File: config.mk
export PLATFORM = sky130hd
export DESIGN_NAME = ascon_ctrl_fsm_gen
export DESIGN_NICKNAME = d
export VERILOG_FILES = /design/src/rtl/ascon_ctrl_fsm_gen_pkg.sv /design/src/rtl/ascon_ctrl_fsm_gen_round_cnt.sv /design/src/rtl/ascon_ctrl_fsm_gen.sv
export SDC_FILE = /design/constraint.sdc
export NUM_CORES = 1
export LEC_CHECK = 0
export CORE_UTILIZATION = 50
export DETAILED_ROUTE_END_ITERATION = 8
export PLACE_DENSITY = 0.78
export SLEW_MARGIN = 20
export SYNTH_ARGS = -nofsm -noshare
export SYNTH_HDL_FRONTEND = slang
export SYNTH_SLANG_ARGS = --single-unit
File: constraint.sdc
create_clock -name clock_i -period 3.9 [get_ports clock_i]
set_clock_uncertainty 0.05 [all_clocks]
set_input_delay 0.585 -clock clock_i [delete_from_list [all_inputs] [get_ports clock_i]]
set_output_delay 0.585 -clock clock_i [all_outputs]
set_load 0.03 [all_outputs]
File: src/rtl/ascon_ctrl_fsm_gen_pkg.sv
// ascon_ctrl_fsm_gen_pkg: shared round/block defaults and xor-down key/domain encodings for the ASCON control FSM
package ascon_ctrl_fsm_gen_pkg;
    localparam int A_ROUNDS_DEF = 12;
    localparam int B_ROUNDS_DEF = 6;
    localparam int NB_W_DEF     = 4;
    localparam int RND_W        = 4;
    typedef enum logic [1:0] {
        CONF_KEY    = 2'b00,
        CONF_DS     = 2'b01,
        CONF_KEY_DS = 2'b10,
        CONF_FINAL  = 2'b11
    } conf_xor_t;
    function automatic logic [RND_W-1:0] b_first(input int b_rounds);
        return RND_W'(12 - b_rounds);
    endfunction
endpackage

File: src/rtl/ascon_ctrl_fsm_gen_round_cnt.sv
// ascon_ctrl_fsm_gen_round_cnt: loadable round counter; p^a rounds start at 0, p^b rounds start at 12-B and both stop on their last round
module ascon_ctrl_fsm_gen_round_cnt
    import ascon_ctrl_fsm_gen_pkg::*;
#(
    parameter int A_ROUNDS = A_ROUNDS_DEF,
    parameter int B_ROUNDS = B_ROUNDS_DEF
) (
    input  logic             clock_i,
    input  logic             resetb_i,
    input  logic             load,
    input  logic             load_b,
    input  logic             en,
    output logic [RND_W-1:0] cnt,
    output logic             last
);
    logic mode_b;
    assign last = cnt == (mode_b ? RND_W'(11) : RND_W'(A_ROUNDS - 1));
    // holding on the last round keeps round_o steady while the FSM waits for data
    always_ff @(posedge clock_i or negedge resetb_i)
        if (!resetb_i) begin
            cnt    <= '0;
            mode_b <= 1'b0;
        end else if (load) begin
            cnt    <= load_b ? b_first(B_ROUNDS) : '0;
            mode_b <= load_b;
        end else if (en && !last) begin
            cnt <= cnt + 1'b1;
        end
endmodule

File: src/rtl/ascon_ctrl_fsm_gen.sv
// ascon_ctrl_fsm_gen: Moore control FSM sequencing init, AD, text and finalisation phases of the ASCON AEAD datapath
module ascon_ctrl_fsm_gen
    import ascon_ctrl_fsm_gen_pkg::*;
#(
    parameter int A_ROUNDS = A_ROUNDS_DEF,
    parameter int B_ROUNDS = B_ROUNDS_DEF,
    parameter int NB_W     = NB_W_DEF
) (
    input  logic            clock_i,
    input  logic            resetb_i,
    input  logic            start_i,
    input  logic            decrypt_i,
    input  logic [NB_W-1:0] nb_ad_i,
    input  logic [NB_W-1:0] nb_txt_i,
    input  logic            data_valid_i,
    output logic [3:0]      round_o,
    output logic            init_state_o,
    output logic            ena_reg_state_o,
    output logic            ena_xor_up_o,
    output logic            ena_xor_down_o,
    output logic [1:0]      conf_xor_down_o,
    output logic            last_blk_o,
    output logic            decrypt_o,
    output logic            ena_cipher_o,
    output logic            cipher_valid_o,
    output logic            ena_tag_o,
    output logic            busy_o,
    output logic            end_o
);
    typedef enum logic [3:0] {
        IDLE, LOAD, INIT, WAIT_AD, ABS_AD, PERM_AD, WAIT_TXT, ABS_TXT,
        PERM_TXT, WAIT_FIN, ABS_FIN, FINAL, TAG, DONE
    } state_t;
    state_t state, next, go_abs, go_wait;
    logic [NB_W-1:0] ad_left, txt_left;
    logic [RND_W-1:0] rnd;
    logic dec_q, last, rnd_load, rnd_load_b, xd;
    // block counters are already decremented by the time a phase's last round decides where to go
    assign go_abs  = (ad_left != '0) ? ABS_AD  : (txt_left > NB_W'(1)) ? ABS_TXT  : ABS_FIN;
    assign go_wait = (ad_left != '0) ? WAIT_AD : (txt_left > NB_W'(1)) ? WAIT_TXT : WAIT_FIN;
    assign rnd_load   = next inside {LOAD, ABS_AD, ABS_TXT, ABS_FIN};
    assign rnd_load_b = next inside {ABS_AD, ABS_TXT};
    ascon_ctrl_fsm_gen_round_cnt #(.A_ROUNDS(A_ROUNDS), .B_ROUNDS(B_ROUNDS)) u_round_cnt (
        .clock_i (clock_i),
        .resetb_i(resetb_i),
        .load    (rnd_load),
        .load_b  (rnd_load_b),
        .en      (ena_reg_state_o),
        .cnt     (rnd),
        .last    (last)
    );
    always_ff @(posedge clock_i or negedge resetb_i)
        if (!resetb_i) begin
            state    <= IDLE;
            ad_left  <= '0;
            txt_left <= '0;
            dec_q    <= 1'b0;
        end else begin
            state <= next;
            if (state == IDLE && start_i) begin
                dec_q    <= decrypt_i;
                ad_left  <= nb_ad_i;
                txt_left <= (nb_txt_i == '0) ? NB_W'(1) : nb_txt_i;
            end
            if (state == ABS_AD) ad_left <= ad_left - 1'b1;
            if (state inside {ABS_TXT, ABS_FIN}) txt_left <= txt_left - 1'b1;
        end
    always_comb begin
        next = state;
        unique case (state)
            IDLE:                        next = start_i ? LOAD : IDLE;
            LOAD:                        next = INIT;
            INIT, PERM_AD, PERM_TXT:     next = last ? (data_valid_i ? go_abs : go_wait) : state;
            WAIT_AD, WAIT_TXT, WAIT_FIN: next = data_valid_i ? go_abs : state;
            ABS_AD:                      next = PERM_AD;
            ABS_TXT:                     next = PERM_TXT;
            ABS_FIN:                     next = FINAL;
            FINAL:                       next = last ? TAG : FINAL;
            TAG:                         next = DONE;
            DONE:                        next = IDLE;
            default:                     next = IDLE;
        endcase
    end
    always_comb begin
        xd = last && (state inside {INIT, FINAL} || (state == PERM_AD && ad_left == '0));
        round_o         = rnd;
        init_state_o    = state == LOAD;
        ena_reg_state_o = state inside {LOAD, INIT, ABS_AD, PERM_AD, ABS_TXT, PERM_TXT, ABS_FIN, FINAL};
        ena_xor_up_o    = state inside {ABS_AD, ABS_TXT, ABS_FIN};
        ena_xor_down_o  = xd;
        conf_xor_down_o = !xd ? CONF_KEY : (state == FINAL) ? CONF_FINAL : (state == PERM_AD) ? CONF_DS :
                          (ad_left != '0) ? CONF_KEY : CONF_KEY_DS;
        last_blk_o      = state == ABS_FIN;
        decrypt_o       = dec_q;
        ena_cipher_o    = state inside {ABS_TXT, ABS_FIN};
        cipher_valid_o  = state inside {ABS_TXT, ABS_FIN};
        ena_tag_o       = state == TAG;
        busy_o          = state != IDLE;
        end_o           = state == DONE;
    end
endmodule

== After elaboration in Yosys (flattened, before gate mapping) ==
Index checks and enable logic that the tools add are counted.

* Latch bits: 0
* Word-level logic and storage cells: 71
* Memories kept: 0
* Input bits: 13
* Output and inout port bits: 17
* Bits in registers: 17
* Memory bits (read-only): 0
* Memory bits (writable): 0

* Multipliers: 0
* Add/sub/neg operators: 3
* Order comparisons: 1
* Div/mod/pow operators: 0
* Bitwise gates (word level): 0
* Shift-type cells: 0
* Reductions and logical operators: 22
* Mux-type cells: 22
* Eq/ne operators: 18

{| class="wikitable"
|+ Operators by type and width
! operator !! number
|-
| 4-bit 2-to-1 mux || 14
|-
| 4-bit one-hot mux with 9 select lines || 1
|-
| 4-bit == test, second input constant || 8
|-
| 4-bit by 3-bit == test with 1-bit output, second input constant || 6
|-
| 4-bit logical NOT || 3
|-
| 2-bit nonzero test || 6
|-
| 4-bit nonzero test || 3
|-
| 4-bit by 1-bit == test with 1-bit output, second input constant || 2
|-
| 4-bit by 2-bit == test with 1-bit output, second input constant || 2
|-
| 2-bit 2-to-1 mux || 4
|-
| 8-bit nonzero test || 1
|-
| 4-bit by 1-bit subtractor with 4-bit output, second input constant || 2
|-
| 3-bit 2-to-1 mux || 2
|-
| 3-bit OR reduction || 2
|-
| 4-bit by 1-bit adder with 4-bit output, second input constant || 1
|-
| 4-bit by 1-bit > comparator with 1-bit output, second input constant || 1
|-
| 1-bit logical AND || 4
|-
| 3-bit nonzero test || 1
|-
| 1-bit logical NOT || 1
|-
| 1-bit logical OR || 1
|-
| 1-bit 2-to-1 mux || 1
|}

== Logic depth before layout (Yosys ltp) ==
Gate-level depths: netlist of run 1.

* Word-level depth: 10
* Gate-level depth with buffers: 11
* Mapped depth without buffers: 10

== By module ==
From an unflattened synthesis of run 1, not the netlist that was laid out.

* Cell total of the unflattened synthesis: 180
* Area total of the unflattened synthesis: 1,420.1 sq um

{| class="wikitable"
|+ By module, submodules not included
! module !! instances !! cells each !! area each (sq um) !! seq. area each (sq um)
|-
| ascon_ctrl_fsm_gen || 1 || 158 || 1,207.4 || 325.3
|-
| ascon_ctrl_fsm_gen_round_cnt || 1 || 22 || 212.7 || 100.1
|}

== Least setup slack after synthesis of run 1 ==
OpenSTA, ideal clock, no wires.

* Kind: reg-to-output
* From: register ad_left[0]
* To: output port conf_xor_down_o[0]
* Arrival: 2,314 ps
* Setup slack: 951 ps
* Cell stages (with the launch flop): 8
* Buffers on the path: 1
* Data required time: 3,265 ps
* Path through: dfrtp_1 > inv_1 > ha_1 > or3b_1 > buf_2 > nor3_1 > o21ai_0 > nor4_1

* Longest elaborated chain between the ends: 5

{| class="wikitable"
|+ RTL lines
! item !! line !! source
|-
| start, declared || ascon_ctrl_fsm_gen.sv:35 || <nowiki>logic [NB_W-1:0] ad_left, txt_left;</nowiki>
|-
| start signal, assigned || ascon_ctrl_fsm_gen.sv:62 || <nowiki>ad_left <= nb_ad_i;</nowiki>
|-
| start signal, assigned || ascon_ctrl_fsm_gen.sv:65 || <nowiki>if (state == ABS_AD) ad_left <= ad_left - 1'b1;</nowiki>
|-
| 4-bit logical NOT || ascon_ctrl_fsm_gen.sv:85 || <nowiki>xd = last && (state inside {INIT, FINAL} || (state == PERM_AD && ad_left == '0));</nowiki>
|-
| 1-bit logical AND || ascon_ctrl_fsm_gen.sv:85 ||
|-
| 1-bit logical OR || ascon_ctrl_fsm_gen.sv:85 ||
|-
| 1-bit logical AND || ascon_ctrl_fsm_gen.sv:85 ||
|-
| 2-bit 2-to-1 mux || ascon_ctrl_fsm_gen.sv:91 || <nowiki>conf_xor_down_o = !xd ? CONF_KEY : (state == FINAL) ? CONF_FINAL : (state == PERM_AD) ? CONF_DS :</nowiki>
|-
| end, declared || ascon_ctrl_fsm_gen.sv:21 || <nowiki>output logic [1:0] conf_xor_down_o,</nowiki>
|}

No other way between the ends.

== Final worst setup path of run 1 ==
Ends and elaborated chain as after synthesis.

==> run summary, run 1 <==
Synthesis-to-finish area growth -> 20.33%
Outcome -> complete, no violations
Post-route setup TNS -> 0 ps
Setup repair after global routing missed its margin -> no
Post-CTS Setup Bufs -> 0
Class of the tightest hold or removal check -> flop to flop
Initial antenna violation count -> 0
Clock insertion delay at the later pin of the skew report -> 290 ps
CTS tree -> yes
Most common cell after layout, fill and taps aside -> sky130_fd_sc_hd__clkdlybuf4s50_1
Worst hold slack -> 435.8 ps
CORE AREA -> 0.002758 sq mm
Library cells used by synthesis -> 54
Achievable Freq -> 296.9 MHz
Boundary Pins -> 30
Vias in the first global route -> 1347
Number of nets produced by synthesis -> 206
Sequential-to-total area share from yosys stat -> 29.29%
Asr flop ratio synth -> 100.0%
Routed wirelength normalized by instance count -> 14.60 um
Leftover overflow at the end of global routing -> 0
Cell at the root of the clock tree -> sky130_fd_sc_hd__clkbuf_4
Top library cells by usage in the layout, fill and taps aside -> sky130_fd_sc_hd__clkdlybuf4s50_1, sky130_fd_sc_hd__nor2_1, sky130_fd_sc_hd__dfrtp_1, sky130_fd_sc_hd__nand2_1, sky130_fd_sc_hd__a21oi_1
Row Count -> 19
Data required time of the critical path -> 3260 ps
Worst-margin pin slew -> 775.3 ps
CP max FO -> 7
Pin count of the biggest net entering global routing -> 22
Post-synthesis instance total -> 189
Slowest stage cell, crit path -> sky130_fd_sc_hd__clkdlybuf4s50_1
Final estimated routing congestion in global placement -> 0.9070
Number of sinks on the clock net -> 17
Reported leakage power -> 0.7235 nW
Detail-routed via count per cell -> 6.042
Share of the clock period used by the worst path after layout -> 86.36%
Number of remaining DRC errors -> 0
Post-layout util -> 63.38%
Combined area of all synthesized cells -> 0.001453 sq mm
Area of the die -> 0.003125 sq mm
Net Sw Frac -> 51.43%
Placed inst area -> 0.001720 sq mm
Hold violation total from the final report -> 0
Final setup violation count -> 0
Peak VDD IR -> 0.6612 mV
Gates resized, CTS repair -> 0
Kind of start point of the critical path -> flop
Part of the power in the clock network -> 6.6%
Arrival time at the worst endpoint -> 2730 ps
Internal cell power -> 0.0007140 W
Sum of routed wire length over all layers -> 3489 um
Max-cap violation count -> 0
# diodes -> 0
Placement Setup Slack -> 875.5 ps
CP delay by family, top -> simple AND/OR/NAND/NOR gates
Sequential Power Share -> 28.2%
CP bufs+invs -> 2
Worst slew margin relative to its limit -> 48.15%
Type of element capturing the critical path -> output pin
First DRT Iteration DRCs -> 62
Clock-pin slew on the worst setup and hold paths -> 100 ps
Final min period -> 3368 ps
Starting density of the core -> 52.68%
Die span in x -> 55.90 um
Worst path setup slack after routing -> 531.9 ps
Cts bufs inserted -> 3
Maximum number of buffers from clock root to sink -> 2
First-pass GRT wire length -> 5975 um
Vias after detailed routing -> 1444
PwrDens -> 841.0 mW/mm^2
Post-synthesis sequential element count -> 17
All-Layer GR Usage -> 23.69%
Cell-by-cell trace of the critical path -> inv_1, ha_1, or3b_1, nor3_1, o21ai_0, nor4_1, clkdlybuf4s50_1
Final instance area -> 0.001748 sq mm
Switching power -> 0.0007560 W
Number of detailed-route iterations in the first pass -> 4
Setup CP Type -> flop to output pin
Delay of the slowest cell on the worst path -> 710 ps
Share of cells above drive strength 1 -> 5.288%
Average footprint of a synthesized cell -> 7.686 sq um
Top_reg_cell synth -> sky130_fd_sc_hd__dfrtp_1
HPWL after detailed placement -> 2598 um
Comb pwr share -> 65.3%
Height of the die -> 55.90 um
Count of pins over their slew limit -> 0
Maximum level of the CTS H-tree -> 1
Count of flip-flops with a built-in enable after synthesis -> 0
Net count reported at finish -> 226
Number of warnings printed during yosys synthesis -> 0
CTS hold repair buffers -> 0
IO Port Bufs -> 29
Residual antenna-violating net count after detailed routing -> 0
## through the flow
step	std cells	power [W]
floorplan	189	0.001115
global placement	235	0.001330
detailed placement	235	0.001367
CTS	239	0.001467
global route	239	0.001598
finish	239	0.001470
## synthesized netlist by cell type (2+ instances only)
cell type,number,area [sq um]
sky130_fd_sc_hd__o211ai_1,3,22.52
sky130_fd_sc_hd__nor2b_1,2,12.51
sky130_fd_sc_hd__and2_1,2,12.51
sky130_fd_sc_hd__inv_1,11,41.29
sky130_fd_sc_hd__nor2_1,17,63.81
sky130_fd_sc_hd__o31a_1,3,26.28
sky130_fd_sc_hd__and3b_1,2,17.52
sky130_fd_sc_hd__and3_1,4,25.02
sky130_fd_sc_hd__nor3_1,10,50.05
sky130_fd_sc_hd__nand2_1,16,60.06
sky130_fd_sc_hd__a311oi_1,2,17.52
sky130_fd_sc_hd__mux2i_1,2,20.02
sky130_fd_sc_hd__a211oi_2,2,25.02
sky130_fd_sc_hd__buf_2,4,20.02
sky130_fd_sc_hd__o22ai_1,2,12.51
sky130_fd_sc_hd__dfrtp_1,17,425.4
sky130_fd_sc_hd__ha_1,4,50.05
sky130_fd_sc_hd__clkbuf_1,7,26.28
sky130_fd_sc_hd__buf_1,2,7.510
sky130_fd_sc_hd__a22oi_1,2,15.01
sky130_fd_sc_hd__a21oi_1,15,75.07
sky130_fd_sc_hd__nand3_1,8,40.04
sky130_fd_sc_hd__a211oi_1,2,15.01
sky130_fd_sc_hd__nand2b_1,9,56.30
sky130_fd_sc_hd__o21ai_0,10,50.05
sky130_fd_sc_hd__xor2_1,2,17.52
sky130_fd_sc_hd__a31oi_1,2,12.51
## kinds of logic (layout without fill, tap and decap cells)
family          Yosys count  count (layout)  share of synthesized area [%]
compound gates           56              56                          26.96
xor+xnor                  3               3                          1.809
fa+ha+maj                 4               4                          3.445
buf+inv                  26              45                          7.322
flops                    17              17                          29.29
mux                       4               4                          3.187
simple gates             79              79                          27.99
## worst reg2reg max path: stages, from the launching register on
cell                       delay (ps)
sky130_fd_sc_hd__dfrtp_1          420
sky130_fd_sc_hd__inv_1             70
sky130_fd_sc_hd__ha_1             180
sky130_fd_sc_hd__or3b_1           480
sky130_fd_sc_hd__a21o_1           230
sky130_fd_sc_hd__mux2_4           270
sky130_fd_sc_hd__o221a_4          260
sky130_fd_sc_hd__a211oi_2         200
sky130_fd_sc_hd__a21oi_2           80
sky130_fd_sc_hd__o31a_1           280
## state kept, by name, summed over array words and instances, names as in the netlist
name	flops
decrypt_o	1
state	4
ad_left	4
txt_left	4
u_round_cnt.cnt	4
## metal layers
metal | track usage, % | share of wire (%)
met1 | 31.36 | 47
met2 | 39.24 | 47
met3 | 3.256 | 5.2
met4 | 9.408 | 1.5
met5 | 0 | 0
## area by class of cell
type	count	area [sq um]
clock buffers	3	22.52
clock inverters	1	5.005
fillers	271	1010
inverters	12	45.04
multi-input cells	146	920.9
flip-flops and latches	17	425.4
well taps	31	38.79
repair buffers	29	290.3
## power groups by stage
stage	clock network (W)	logic, W	registers [W]
final	0.0000967	0.000959	0.000414
after global routing	0.000107	0.00106	0.000433
after CTS	0.0000987	0.000958	0.000411
after detailed placement	0	0.000953	0.000415
after global placement	0	0.000926	0.000404
after floorplan	0	0.000739	0.000377
## worst paths after layout
kind                            start                 end  slack (ps)  cells past startpoint
max in group asynchronous    resetb_i          ad_left[0]        2630                      1
hold / removal              decrypt_o           decrypt_o         440                      2
setup / recovery           ad_left[0]  conf_xor_down_o[0]         530                      7
hold reg to reg             decrypt_o           decrypt_o         440                      2
min in group asynchronous    resetb_i            state[3]         680                      1
setup reg to reg           ad_left[0]  u_round_cnt.cnt[1]        1290                      9
Power figures use the tool's default switching activity.
==> run 2: changes to the inputs <==
==> constraint.sdc (replaced) <==
create_clock -name clock_i -period 3.78 [get_ports clock_i]
set_clock_uncertainty 0.05 [all_clocks]
set_input_delay 0.567 -clock clock_i [delete_from_list [all_inputs] [get_ports clock_i]]
set_output_delay 0.567 -clock clock_i [all_outputs]
set_load 0.03 [all_outputs]
==> run 2 against run 1 <==
  * Clock-buffer cell count unchanged
  * Total power up 3.5%
  * Largest power group unchanged
  * Worst hold slack worse by 0.85 ps
  * Sequential power up 4%
  * Via count up 3.1%
  * Flip-flop and latch count unchanged
  * Combinational power up 3.3%
==> run summary, run 2 (same netlist as run 1, synthesis figures left out) <==
Outcome -> complete, no violations
Net count reported at finish -> 226
Final min period -> 3376 ps
Count of fill cells added during filler insertion -> 264
Vias after detailed routing -> 1489
# diodes -> 0
Gates resized, CTS repair -> 0
Die span in x -> 55.90 um
Achievable Freq -> 296.2 MHz
Maximum level of the CTS H-tree -> 1
Boundary Pins -> 30
Pin count of the biggest net entering global routing -> 22
Class of the tightest hold or removal check -> flop to flop
Cts bufs inserted -> 3
Worst path setup slack after routing -> 403.7 ps
Final estimated routing congestion in global placement -> 0.9068
Kind of start point of the critical path -> flop
Leftover overflow at the end of global routing -> 0
Post-CTS Setup Bufs -> 0
Count of pins over their slew limit -> 0
Synthesis-to-finish area growth -> 20.33%
Peak VDD IR -> 0.6929 mV
First DRT Iteration DRCs -> 98
Post-route setup TNS -> 0 ps
CTS hold repair buffers -> 0
HPWL after detailed placement -> 2619 um
Area of the die -> 0.003125 sq mm
IO Port Bufs -> 29
Number of remaining DRC errors -> 0
Data required time of the critical path -> 3160 ps
Residual antenna-violating net count after detailed routing -> 0
Vias in the first global route -> 1361
Final setup violation count -> 0
Setup repair after global routing missed its margin -> no
Cell at the root of the clock tree -> sky130_fd_sc_hd__clkbuf_4
Row Count -> 19
Arrival time at the worst endpoint -> 2760 ps
Number of sinks on the clock net -> 17
Routed wirelength normalized by instance count -> 15.18 um
Most common cell after layout, fill and taps aside -> sky130_fd_sc_hd__clkdlybuf4s50_1
Type of element capturing the critical path -> output pin
Share of the clock period used by the worst path after layout -> 89.32%
PwrDens -> 870.2 mW/mm^2
Hold violation total from the final report -> 0
Clock insertion delay at the later pin of the skew report -> 290 ps
CP max FO -> 7
All-Layer GR Usage -> 24.53%
Placed inst area -> 0.001720 sq mm
Worst slew margin relative to its limit -> 46.55%
Height of the die -> 55.90 um
Top library cells by usage in the layout, fill and taps aside -> sky130_fd_sc_hd__clkdlybuf4s50_1, sky130_fd_sc_hd__nor2_1, sky130_fd_sc_hd__dfrtp_1, sky130_fd_sc_hd__nand2_1, sky130_fd_sc_hd__a21oi_1
Placement Setup Slack -> 760.1 ps
Starting density of the core -> 52.68%
Setup CP Type -> flop to output pin
CORE AREA -> 0.002758 sq mm
Worst hold slack -> 434.9 ps
Sum of routed wire length over all layers -> 3629 um
Detail-routed via count per cell -> 6.230
CTS tree -> yes
Worst-margin pin slew -> 799.3 ps
Share of cells above drive strength 1 -> 5.288%
Initial antenna violation count -> 0
First-pass GRT wire length -> 6072 um
Max-cap violation count -> 0
Final instance area -> 0.001748 sq mm
Reported leakage power -> 0.7235 nW
Number of detailed-route iterations in the first pass -> 4
Maximum number of buffers from clock root to sink -> 2
Clock-pin slew on the worst setup and hold paths -> 100 ps
[run 2: cell counts in the layout (fill, tap and decap cells not counted)]
Identical to the previous run, type by type.
[run 2: worst max-delay path: stages, from the launching register on]
cell,delay [ps]
sky130_fd_sc_hd__dfrtp_1,420
sky130_fd_sc_hd__inv_1,70
sky130_fd_sc_hd__ha_1,180
sky130_fd_sc_hd__or3b_1,490
sky130_fd_sc_hd__nor3_1,190
sky130_fd_sc_hd__a21oi_1,60
sky130_fd_sc_hd__nor4b_1,310
sky130_fd_sc_hd__clkdlybuf4s50_1,740
[run 2: cell type report]
type	instances	area [sq um]	area share (%)
inverters	12	45.04	2.577
well taps	31	38.79	2.219
flip-flops and latches	17	425.4	24.34
clock buffers	3	22.52	1.288
clock inverters	1	5.005	0.2863
multi-input cells	146	920.9	52.68
repair buffers	29	290.3	16.61
[run 2: report_power, final]
part,switching [W],internal (W),total [W]
clock,0.0000606,0.0000394,0.000100
combinational,0.000566,0.000425,0.000991
sequential,0.000158,0.000272,0.000430
total,0.000784,0.000737,0.00152
[run 2: worst paths after layout]
path	from	to	slack [ps]	cells after the start
setup / recovery	ad_left[0]	conf_xor_down_o[1]	400	7
setup reg to reg	ad_left[0]	u_round_cnt.cnt[2]	1150	9
min in group asynchronous	resetb_i	state[3]	680	1
max in group asynchronous	resetb_i	ad_left[0]	2510	1
hold reg to reg	decrypt_o	decrypt_o	430	2
hold / removal	decrypt_o	decrypt_o	430	2
[run 2: routing by layer]
| layer | up-vias | global-route usage (%) | part of all wire [%] |
|---|---|---|---|
| li1 | 719 | - | - |
| met1 | 710 | 30.92 | 44 |
| met2 | 54 | 41.48 | 48 |
| met3 | 6 | 3.488 | 6.4 |
| met4 | 0 | 11.50 | 1.4 |
| met5 | - | 0 | 0 |
[run 2: metrics by stage]
step / util (%) / total power [W] / instances
after floorplan: - / 0.001151 / 189
after global placement: 62.39 / 0.001373 / 235
after detailed placement: 62.39 / 0.001412 / 235
after CTS: 63.38 / 0.001518 / 239
after global routing: 63.38 / 0.001653 / 239
final: 63.38 / 0.001521 / 239
==> run 3: changes to the inputs <==
--- a/config.mk
+++ b/config.mk
@@ -5,9 +5,9 @@
 export SDC_FILE = /design/constraint.sdc
 export NUM_CORES = 1
 export LEC_CHECK = 0
-export CORE_UTILIZATION = 50
+export CORE_UTILIZATION = 51
 export DETAILED_ROUTE_END_ITERATION = 8
-export PLACE_DENSITY = 0.78
+export PLACE_DENSITY = 0.8
 export SLEW_MARGIN = 20
 export SYNTH_ARGS = -nofsm -noshare
 export SYNTH_HDL_FRONTEND = slang
==> run 3 against run 2 <==
  * Via count grew 1.6%
  * Clock-buffer cell count is the same
  * Worst setup slack got worse by 69 ps
  * Wire length is 0.58% higher
  * Critical path type unchanged
==> run summary, run 3 (same netlist as run 1, synthesis figures left out) <==
Final min period -> 3446 ps
Worst hold slack -> 451.7 ps
Top library cells by usage in the layout, fill and taps aside -> sky130_fd_sc_hd__clkdlybuf4s50_1, sky130_fd_sc_hd__nor2_1, sky130_fd_sc_hd__dfrtp_1, sky130_fd_sc_hd__nand2_1, sky130_fd_sc_hd__a21oi_1
Kind of start point of the critical path -> flop
Sum of routed wire length over all layers -> 3650 um
Vias in the first global route -> 1400
Setup repair after global routing missed its margin -> no
Clock insertion delay at the later pin of the skew report -> 310 ps
Die span in x -> 55.37 um
Cts bufs inserted -> 3
HP Start -> txt_left[3]
Number of remaining DRC errors -> 0
CP max FO -> 7
Clock-pin slew on the worst setup and hold paths -> 110 ps
Row Count -> 18
Most common cell after layout, fill and taps aside -> sky130_fd_sc_hd__clkdlybuf4s50_1
PwrDens -> 877.1 mW/mm^2
Worst reg2reg path startpoint -> ad_left[0]
Setup CP Type -> flop to output pin
First-pass GRT wire length -> 6141 um
Gates resized, CTS repair -> 0
Post-route setup TNS -> 0 ps
CTS hold repair buffers -> 0
Residual antenna-violating net count after detailed routing -> 0
HPWL after detailed placement -> 2700 um
Starting density of the core -> 56.09%
Reported leakage power -> 0.7197 nW
Area of the die -> 0.003066 sq mm
Peak VDD IR -> 0.6002 mV
Number of sinks on the clock net -> 17
Boundary Pins -> 30
Class of the tightest hold or removal check -> flop to flop
CTS tree -> yes
Number of detailed-route iterations in the first pass -> 4
Leftover overflow at the end of global routing -> 0
# diodes -> 0
Worst slew margin relative to its limit -> 46.69%
First DRT Iteration DRCs -> 74
Cell at the root of the clock tree -> sky130_fd_sc_hd__clkbuf_4
Most crowded layer after global routing -> met2
GR met3 Demand/Resource -> 5.152%
All-Layer GR Usage -> 24.83%
Worst-margin pin slew -> 797.2 ps
Height of the die -> 55.37 um
CORE AREA -> 0.002590 sq mm
IO Port Bufs -> 29
Achievable Freq -> 290.2 MHz
Pin count of the biggest net entering global routing -> 22
Detail-routed via count per cell -> 6.357
Initial antenna violation count -> 0
Data required time of the critical path -> 3160 ps
Share of the clock period used by the worst path after layout -> 91.16%
Maximum number of buffers from clock root to sink -> 2
Post-CTS Setup Bufs -> 0
Arrival time at the worst endpoint -> 2830 ps
Final setup violation count -> 0
Routed wirelength normalized by instance count -> 15.34 um
Share of cells above drive strength 1 -> 5.288%
Outcome -> complete, no violations
Worst setup startpoint -> ad_left[0]
Net count reported at finish -> 226
Maximum level of the CTS H-tree -> 1
Type of element capturing the critical path -> output pin
Max-cap violation count -> 0
Fraction of met1 tracks used by global routing -> 31.38%
Final estimated routing congestion in global placement -> 0.9413
Hold violation total from the final report -> 0
Vias after detailed routing -> 1513
Count of fill cells added during filler insertion -> 231
Fraction of met2 tracks used by global routing -> 41.14%
Count of pins over their slew limit -> 0
Reg2reg setup slack -> 1130 ps
Synthesis-to-finish area growth -> 20.41%
-- run 3: changes by cell type in the layout (fill, tap and decap cells not counted), sizes merged --
cell	delta
clkinv	-1
clkinvlp	+1
-- run 3: area by class of cell --
type | instances | area (sq um) | share of cell area [%]
well taps | 30 | 37.54 | 2.146
repair buffers | 29 | 290.3 | 16.60
inverters | 12 | 45.04 | 2.575
clock buffers | 3 | 22.52 | 1.288
clock inverters | 1 | 7.507 | 0.4292
flip-flops and latches | 17 | 425.4 | 24.32
multi-input cells | 146 | 920.9 | 52.65
-- run 3: stage by stage --
| step | area [sq um] | total power (W) | std cells | setup slack [ps] | util [%] |
|---|---|---|---|---|---|
| 2_1_floorplan | 1453 | 0.001151 | 189 | 848.7 | - |
| 6_report | 1749 | 0.001534 | 238 | 334.3 | 67.54 |
| 3_3_place_gp | 1719 | 0.001371 | 234 | 840.3 | 66.38 |
| 5_1_grt | 1749 | 0.001661 | 238 | 218.4 | 67.54 |
| 3_5_place_dp | 1719 | 0.001416 | 234 | 752.7 | 66.38 |
| 4_1_cts | 1749 | 0.001530 | 238 | 385.4 | 67.54 |
-- run 3: final timing paths --
check / endpoint / cells after the start
hold / removal: txt_left[3] / 1
max in group asynchronous: u_round_cnt.cnt[2] / 1
setup / recovery: conf_xor_down_o[0] / 7
min in group asynchronous: txt_left[2] / 1
setup reg to reg: u_round_cnt.cnt[1] / 9
hold reg to reg: txt_left[3] / 1
-- run 3: per-layer routing --
metal | up-vias | wire length (um)
li1 | 716 | -
met1 | 705 | 1545
met2 | 82 | 1740
met3 | 10 | 277
met4 | 0 | 87
met5 | - | 0
-- run 3: worst max-delay path: stages (launching register included) --
cell and delay, ps:
sky130_fd_sc_hd__dfrtp_1 420, sky130_fd_sc_hd__inv_1 60, sky130_fd_sc_hd__ha_1 180, sky130_fd_sc_hd__or3b_1 480, sky130_fd_sc_hd__nor3_1 240, sky130_fd_sc_hd__o21ai_0 140
sky130_fd_sc_hd__nor4_1 270, sky130_fd_sc_hd__clkdlybuf4s50_1 720
-- run 3: power breakdown --
part / total, W / switching [W] / internal (W)
Combinational: 0.000999 / 0.000572 / 0.000427
Sequential: 0.000427 / 0.000155 / 0.000272
Clock: 0.000109 / 0.0000682 / 0.0000404
